==> src/rtl/rr_sel_arbiter.sv <==
// Round-robin arbiter feeding the select of a 4:1 channel mux.
// Holds each grant until done, requester drop, or timeout; one idle cycle between grants.
module rr_sel_arbiter #(
  parameter int unsigned TIMEOUT = 8
) (
  input  logic       clk,
  input  logic       rst,
  input  logic [3:0] req,
  input  logic       done,
  output logic [1:0] sel,
  output logic       gnt_valid,
  output logic [3:0] gnt_onehot,
  output logic       timeout_err
);

  localparam int unsigned NCH = 4;
  localparam int unsigned SW  = 2;
  localparam int unsigned CW  = $clog2(TIMEOUT) + 1;

  typedef enum logic [1:0] {
    IDLE    = 2'd0,
    GRANT   = 2'd1,
    RELEASE = 2'd2
  } state_e;

  state_e          state_q, state_d;
  logic [SW-1:0]   ptr_q, ptr_d;
  logic [CW-1:0]   cnt_q, cnt_d;
  logic [SW-1:0]   sel_q, sel_d;
  logic            valid_q, valid_d;
  logic [NCH-1:0]  onehot_q, onehot_d;
  logic            terr_q, terr_d;

  logic            win_found;
  logic [SW-1:0]   win_idx;
  logic [SW-1:0]   cand;
  logic            timeout_hit;
  logic            grant_end;

  // Rotating priority scan: descending loop so the entry closest to ptr wins.
  always_comb begin
    win_found = 1'b0;
    win_idx   = '0;
    cand      = '0;
    for (int i = NCH - 1; i >= 0; i--) begin
      cand = ptr_q + SW'(i);
      if (req[cand]) begin
        win_found = 1'b1;
        win_idx   = cand;
      end
    end
  end

  assign timeout_hit = (cnt_q == CW'(TIMEOUT - 1));
  assign grant_end   = done || !req[sel_q] || timeout_hit;

  // Next-state and registered-output logic; sel holds its value whenever no grant is live.
  always_comb begin
    state_d  = state_q;
    ptr_d    = ptr_q;
    cnt_d    = cnt_q;
    sel_d    = sel_q;
    valid_d  = valid_q;
    onehot_d = onehot_q;
    terr_d   = 1'b0;

    unique case (state_q)
      IDLE, RELEASE: begin
        valid_d  = 1'b0;
        onehot_d = '0;
        state_d  = IDLE;
        if (win_found) begin
          state_d  = GRANT;
          sel_d    = win_idx;
          valid_d  = 1'b1;
          onehot_d = NCH'(1) << win_idx;
          cnt_d    = '0;
        end
      end
      GRANT: begin
        if (grant_end) begin
          state_d  = RELEASE;
          ptr_d    = sel_q + SW'(1);
          valid_d  = 1'b0;
          onehot_d = '0;
          terr_d   = timeout_hit && !done;
        end else begin
          cnt_d = cnt_q + CW'(1);
        end
      end
      default: begin
        state_d  = IDLE;
        valid_d  = 1'b0;
        onehot_d = '0;
      end
    endcase
  end

  always_ff @(posedge clk) begin
    if (rst) begin
      state_q  <= IDLE;
      ptr_q    <= '0;
      cnt_q    <= '0;
      sel_q    <= '0;
      valid_q  <= 1'b0;
      onehot_q <= '0;
      terr_q   <= 1'b0;
    end else begin
      state_q  <= state_d;
      ptr_q    <= ptr_d;
      cnt_q    <= cnt_d;
      sel_q    <= sel_d;
      valid_q  <= valid_d;
      onehot_q <= onehot_d;
      terr_q   <= terr_d;
    end
  end

  assign sel         = sel_q;
  assign gnt_valid   = valid_q;
  assign gnt_onehot  = onehot_q;
  assign timeout_err = terr_q;

endmodule

==> config.mk <==
export PLATFORM = sky130hd
export DESIGN_NAME = rr_sel_arbiter
export DESIGN_NICKNAME = d
export VERILOG_FILES = /design/src/rtl/rr_sel_arbiter.sv
export SDC_FILE = /design/constraint.sdc
export NUM_CORES = 1
export LEC_CHECK = 0
export BUFFER_PORTS_ARGS = -buffer_cell sky130_fd_sc_hd__buf_2
export CAP_MARGIN = 20
export CORE_UTILIZATION = 45
export CTS_CLUSTER_DIAMETER = 100
export DETAILED_ROUTE_END_ITERATION = 6
export GPL_ROUTABILITY_DRIVEN = 1
export GPL_TIMING_DRIVEN = 0
export PLACE_DENSITY_LB_ADDON = 0.1
export SLEW_MARGIN = 30
export SYNTH_ARGS = -nofsm -noshare
export SYNTH_HDL_FRONTEND = slang
export SYNTH_SLANG_ARGS = --single-unit
==> constraint.sdc <==
create_clock -name clk -period 2 [get_ports clk]
set_input_delay 0 -clock clk [delete_from_list [all_inputs] [get_ports clk]]
set_output_delay 0 -clock clk [all_outputs]
set_load 0.02 [all_outputs]
==> impl_summary.md <==
Worst setup path
The worst setup path is of the reg -> reg kind. The largest fanout on the critical path is 10. The register-to-register path setup slack is 310 ps. In this run the critical register-to-register path is launched from sel[1].

The arrival time reported for the critical path endpoint is roughly 1900 ps. Grouping stages by cell kind, the critical path spends the most delay in multiplexers. The depth of the worst register-to-register path is 6.

The cell with the biggest individual delay on the critical path is sky130_fd_sc_hd__mux4_2. For this run, the slowest stage of the critical path takes 550 ps. The sort of element at the start of the critical path is a register. The critical path goes through mux4_2 -> and4b_4 -> buf_6 -> nand2_4 -> xor2_2 -> nor2_2.

The critical path required time is 2180 ps. The endpoint kind of the worst setup timing path is a register. The worst register-to-register path ends at cnt_q[2]. The number of buffers and inverters on the critical path is 1.

Logic synthesis
After synthesis, the netlist uses 37 different library cells. In the synthesized netlist the async set-or-reset flop fraction comes to 0%. The mean cell area of the mapped netlist is 9.35 µm². The primary flip-flop cell chosen by synthesis mapping is sky130_fd_sc_hd__dfxtp_1. Counting every net in the synthesized netlist gives 89. The cell area after technology mapping is between 700 and 800 µm². Yosys instantiated no cell more often than sky130_fd_sc_hd__dfxtp_1. By count the netlist is led by sky130_fd_sc_hd__dfxtp_1, sky130_fd_sc_hd__nor2_1, sky130_fd_sc_hd__a21oi_1, sky130_fd_sc_hd__nand2_1, sky130_fd_sc_hd__nor2b_1. The synthesized instance count is 81.

Summed over all instances, the cell type with the most area after synthesis is sky130_fd_sc_hd__dfxtp_1. The number of synthesis warnings is 0. The fraction of post-synthesis cell area in the top cell type by area is between 40% and 50%. Sorting the synthesized cells by area gives the leading types as sky130_fd_sc_hd__dfxtp_1, sky130_fd_sc_hd__nor2_1, sky130_fd_sc_hd__a21oi_1. The synthesized design contains 0 enable-type register cells. In this run, synthesis produced a sequential element count of 16. Sequential cells were found to cover 42.3% of the synthesized design area.

Route
The first-pass iteration count of the detailed router is 4. After detailed routing, the average wire length per cell comes to 12.4 µm. The average via count per standard cell is 5.35. The highest routing layer actually used is met4. The routed design has 1.45 mm of wire. The post-detailed-route count of antenna-violating nets is 0.

The detailed router finished its first iteration with 7 violations. The DRC violation count after routing is 0. The detailed-routed wire length on met3 is roughly 56 µm. For this block, wires on met1 add up to 765 µm. The detailed router placed 626 vias in this run. The amount of wire on met2 after detailed routing is 599 µm.

Run status
The flow ran to the end, and the final reports show no timing, DRC or antenna violations.

Timing
Setup repair after global routing left no endpoint under its margin. The number of hold violations in the final report is 0. The final critical path takes up 84.3% of the cycle.

On the final layout, the worst hold slack is approximately 250 ps. In the final timing run, aggregate negative setup slack is 0 ps. The slew of the pin with the lowest slew margin is between 400 and 500 ps. Setup violations remaining at the end of the flow were counted as 0.

The count of final max-slew check failures is 0. The worst path needs between 1500 and 2000 ps of the cycle, external delays included. The maximum clock skew at final layout is 5.09 ps.

The fmax is 0.593 GHz. Measured against its own limit, the worst slew margin works out to 67.5%.

Clock tree
Post-CTS repair changed the size of 0 cells. In this run the number of H-tree levels came out at 1. The CTS sink count is 16. The TritonCTS clock tree is yes.

The tree is rooted in a sky130_fd_sc_hd__clkbuf_4. The number of setup buffers added after CTS is 0. The largest buffer count on any clock path is 2. The later pin in the worst-skew pair is clocked with a latency of about 280 ps. The CTS buffer count is 3.

After clock tree synthesis, the clock-pin slew on the worst setup and hold paths is 90 ps.

Floorplanning
The initial core utilization is 49.1%. The number of placement rows is 14. From bottom edge to top edge, the die measures about 43 µm. The die covers between 0.0015 and 0.002 mm². The core region is 0.00154 mm². The I/O pin count is 15. The floorplan step set the die width to 43.0 µm.

Placed design
Summed over all nets, the half-perimeter wirelength after detailed placement is 1.05 mm. Buffers placed on the I/O ports in this run total 14. The final RePlAce weighted congestion is 0.799.

Power and ir drop
The analysis attributes to net switching a power of 175 µW. The clock share of power is 25.9%. The switching part of the total is 27.7%.

The relative contribution of combinational cells to total power is 19.0%. The internal power of the cells totals 459 µW. In this run the static leakage power is 0.395 nW. The worst-case IR drop observed on VDD is 0.437 mV. The relative contribution of sequential cells to total power is 55.1%.

The power density over cell area is 705 mW/mm².

Run
Max-cap violations in this run came to 0.

GRT
The initial antenna violation count came to 0. The number of global-route vias before repair is slightly below 600. Global routing used between 10% and 20% of the available tracks. The global-route congestion overflow total is 0. The global-route wire length before repair is 2.47 mm. The largest net degree at the start of global routing is 11.

Finish
Cells fill 58.4% of the core in the end. The share of post-route cells with drive strength above 1 is 25.7%. The filler cells instantiated in the layout total 147. The antenna diode count is 0. The final layout net count is 111. The growth of design area from synthesis to finish is 18.8%.

Min path
In this run the worst hold path is classified as in -> reg. The path with the worst hold slack has its endpoint at ptr_q[0]. Counting instances, the worst hold path has a depth of 5.

The start point of the worst hold path is req[0].
## layout make-up
| class | count | area [µm²] | area share [%] |
|---|---|---|---|
| multi-input combinational | 60 | 410 | 45.6 |
| sequential | 16 | 320 | 35.6 |
| timing repair buffer | 17 | 100 | 11.1 |
| clock buffer | 3 | 22.5 | 2.50 |
| tap | 16 | 20.0 | 2.23 |
| buffer | 2 | 15.0 | 1.67 |
| inverter | 3 | 11.3 | 1.25 |
## what timing repair did
item / in CTS / in global routing
endpoints found under the setup margin: 0 / 0
hold buffers: 3 / 0
hold endpoints to repair: 2 / 0
## logic make-up after synthesis
group,synth area share (%)
XOR/XNOR,5.62
AND/OR/NAND/NOR,27.6
multiplexers,5.78
buffers and inverters,3.47
flip-flops,42.3
AO/OA/AOI/OAI,13.6
adder cells (fa/ha/maj),1.65
## how the worst max path moves through the flow
stage,start,endpoint,slack (ps),cells past startpoint
after floorplan,sel[1],cnt_q[2],270,6
after global placement,sel[1],cnt_q[2],340,6
after detailed placement,sel[1],cnt_q[2],320,6
after CTS,sel[1],cnt_q[2],310,6
after global routing,sel[1],gnt_onehot[2],210,5
final,sel[1],cnt_q[2],310,6
## power by group through the flow
stage / registers [mW] / clock network, mW / logic [mW]
2_1_floorplan: 0.367 / 0 / 0.0712
3_3_place_gp: 0.356 / 0 / 0.116
3_5_place_dp: 0.357 / 0 / 0.117
4_1_cts: 0.349 / 0.172 / 0.121
5_1_grt: 0.353 / 0.182 / 0.132
6_report: 0.349 / 0.164 / 0.121
## cell usage in the layout, fill, tap and decap left out, types with 2 or more instances in the layout
cell type                        n
sky130_fd_sc_hd__inv_1           3
sky130_fd_sc_hd__nor4_1          2
sky130_fd_sc_hd__or3b_1          2
sky130_fd_sc_hd__dlygate4sd3_1   3
sky130_fd_sc_hd__nor2b_1         4
sky130_fd_sc_hd__xor2_1          2
sky130_fd_sc_hd__a21oi_1         6
sky130_fd_sc_hd__dfxtp_1        16
sky130_fd_sc_hd__nand2_1         6
sky130_fd_sc_hd__clkbuf_4        3
sky130_fd_sc_hd__buf_2          14
sky130_fd_sc_hd__nor2_1         12
## metal layers
| metal | global-route usage (%) | vias up |
|---|---|---|
| met5 | 0 | - |
| met4 | 12.7 | 0 |
| met3 | 2.55 | 4 |
| met2 | 25.5 | 18 |
| met1 | 24.6 | 278 |
| li1 | - | 326 |
## sequential cells by signal (all words and copies together) (netlist names)
register,flops
cnt_q,4
gnt_onehot,4
gnt_valid,1
state_q,2
sel,2
timeout_err,1
ptr_q,2
## worst min-delay path: cells and delay by family
kind	cells	cell delay, ps
and+or+nand+nor	1	40
AOI/OAI and AO/OA	2	160
muxes	1	150
buffers and inverters	1	130
## stage by stage
stage          area, µm²  cells  setup slack [ps]  power [mW]
2_1_floorplan        757     81               267       0.438
6_report             900    117               314       0.634
4_1_cts              900    117               309       0.642
3_3_place_gp         847    111               337       0.472
3_5_place_dp         847    111               322       0.474
5_1_grt              900    117               207       0.667
(Power assumes the default switching activity.)
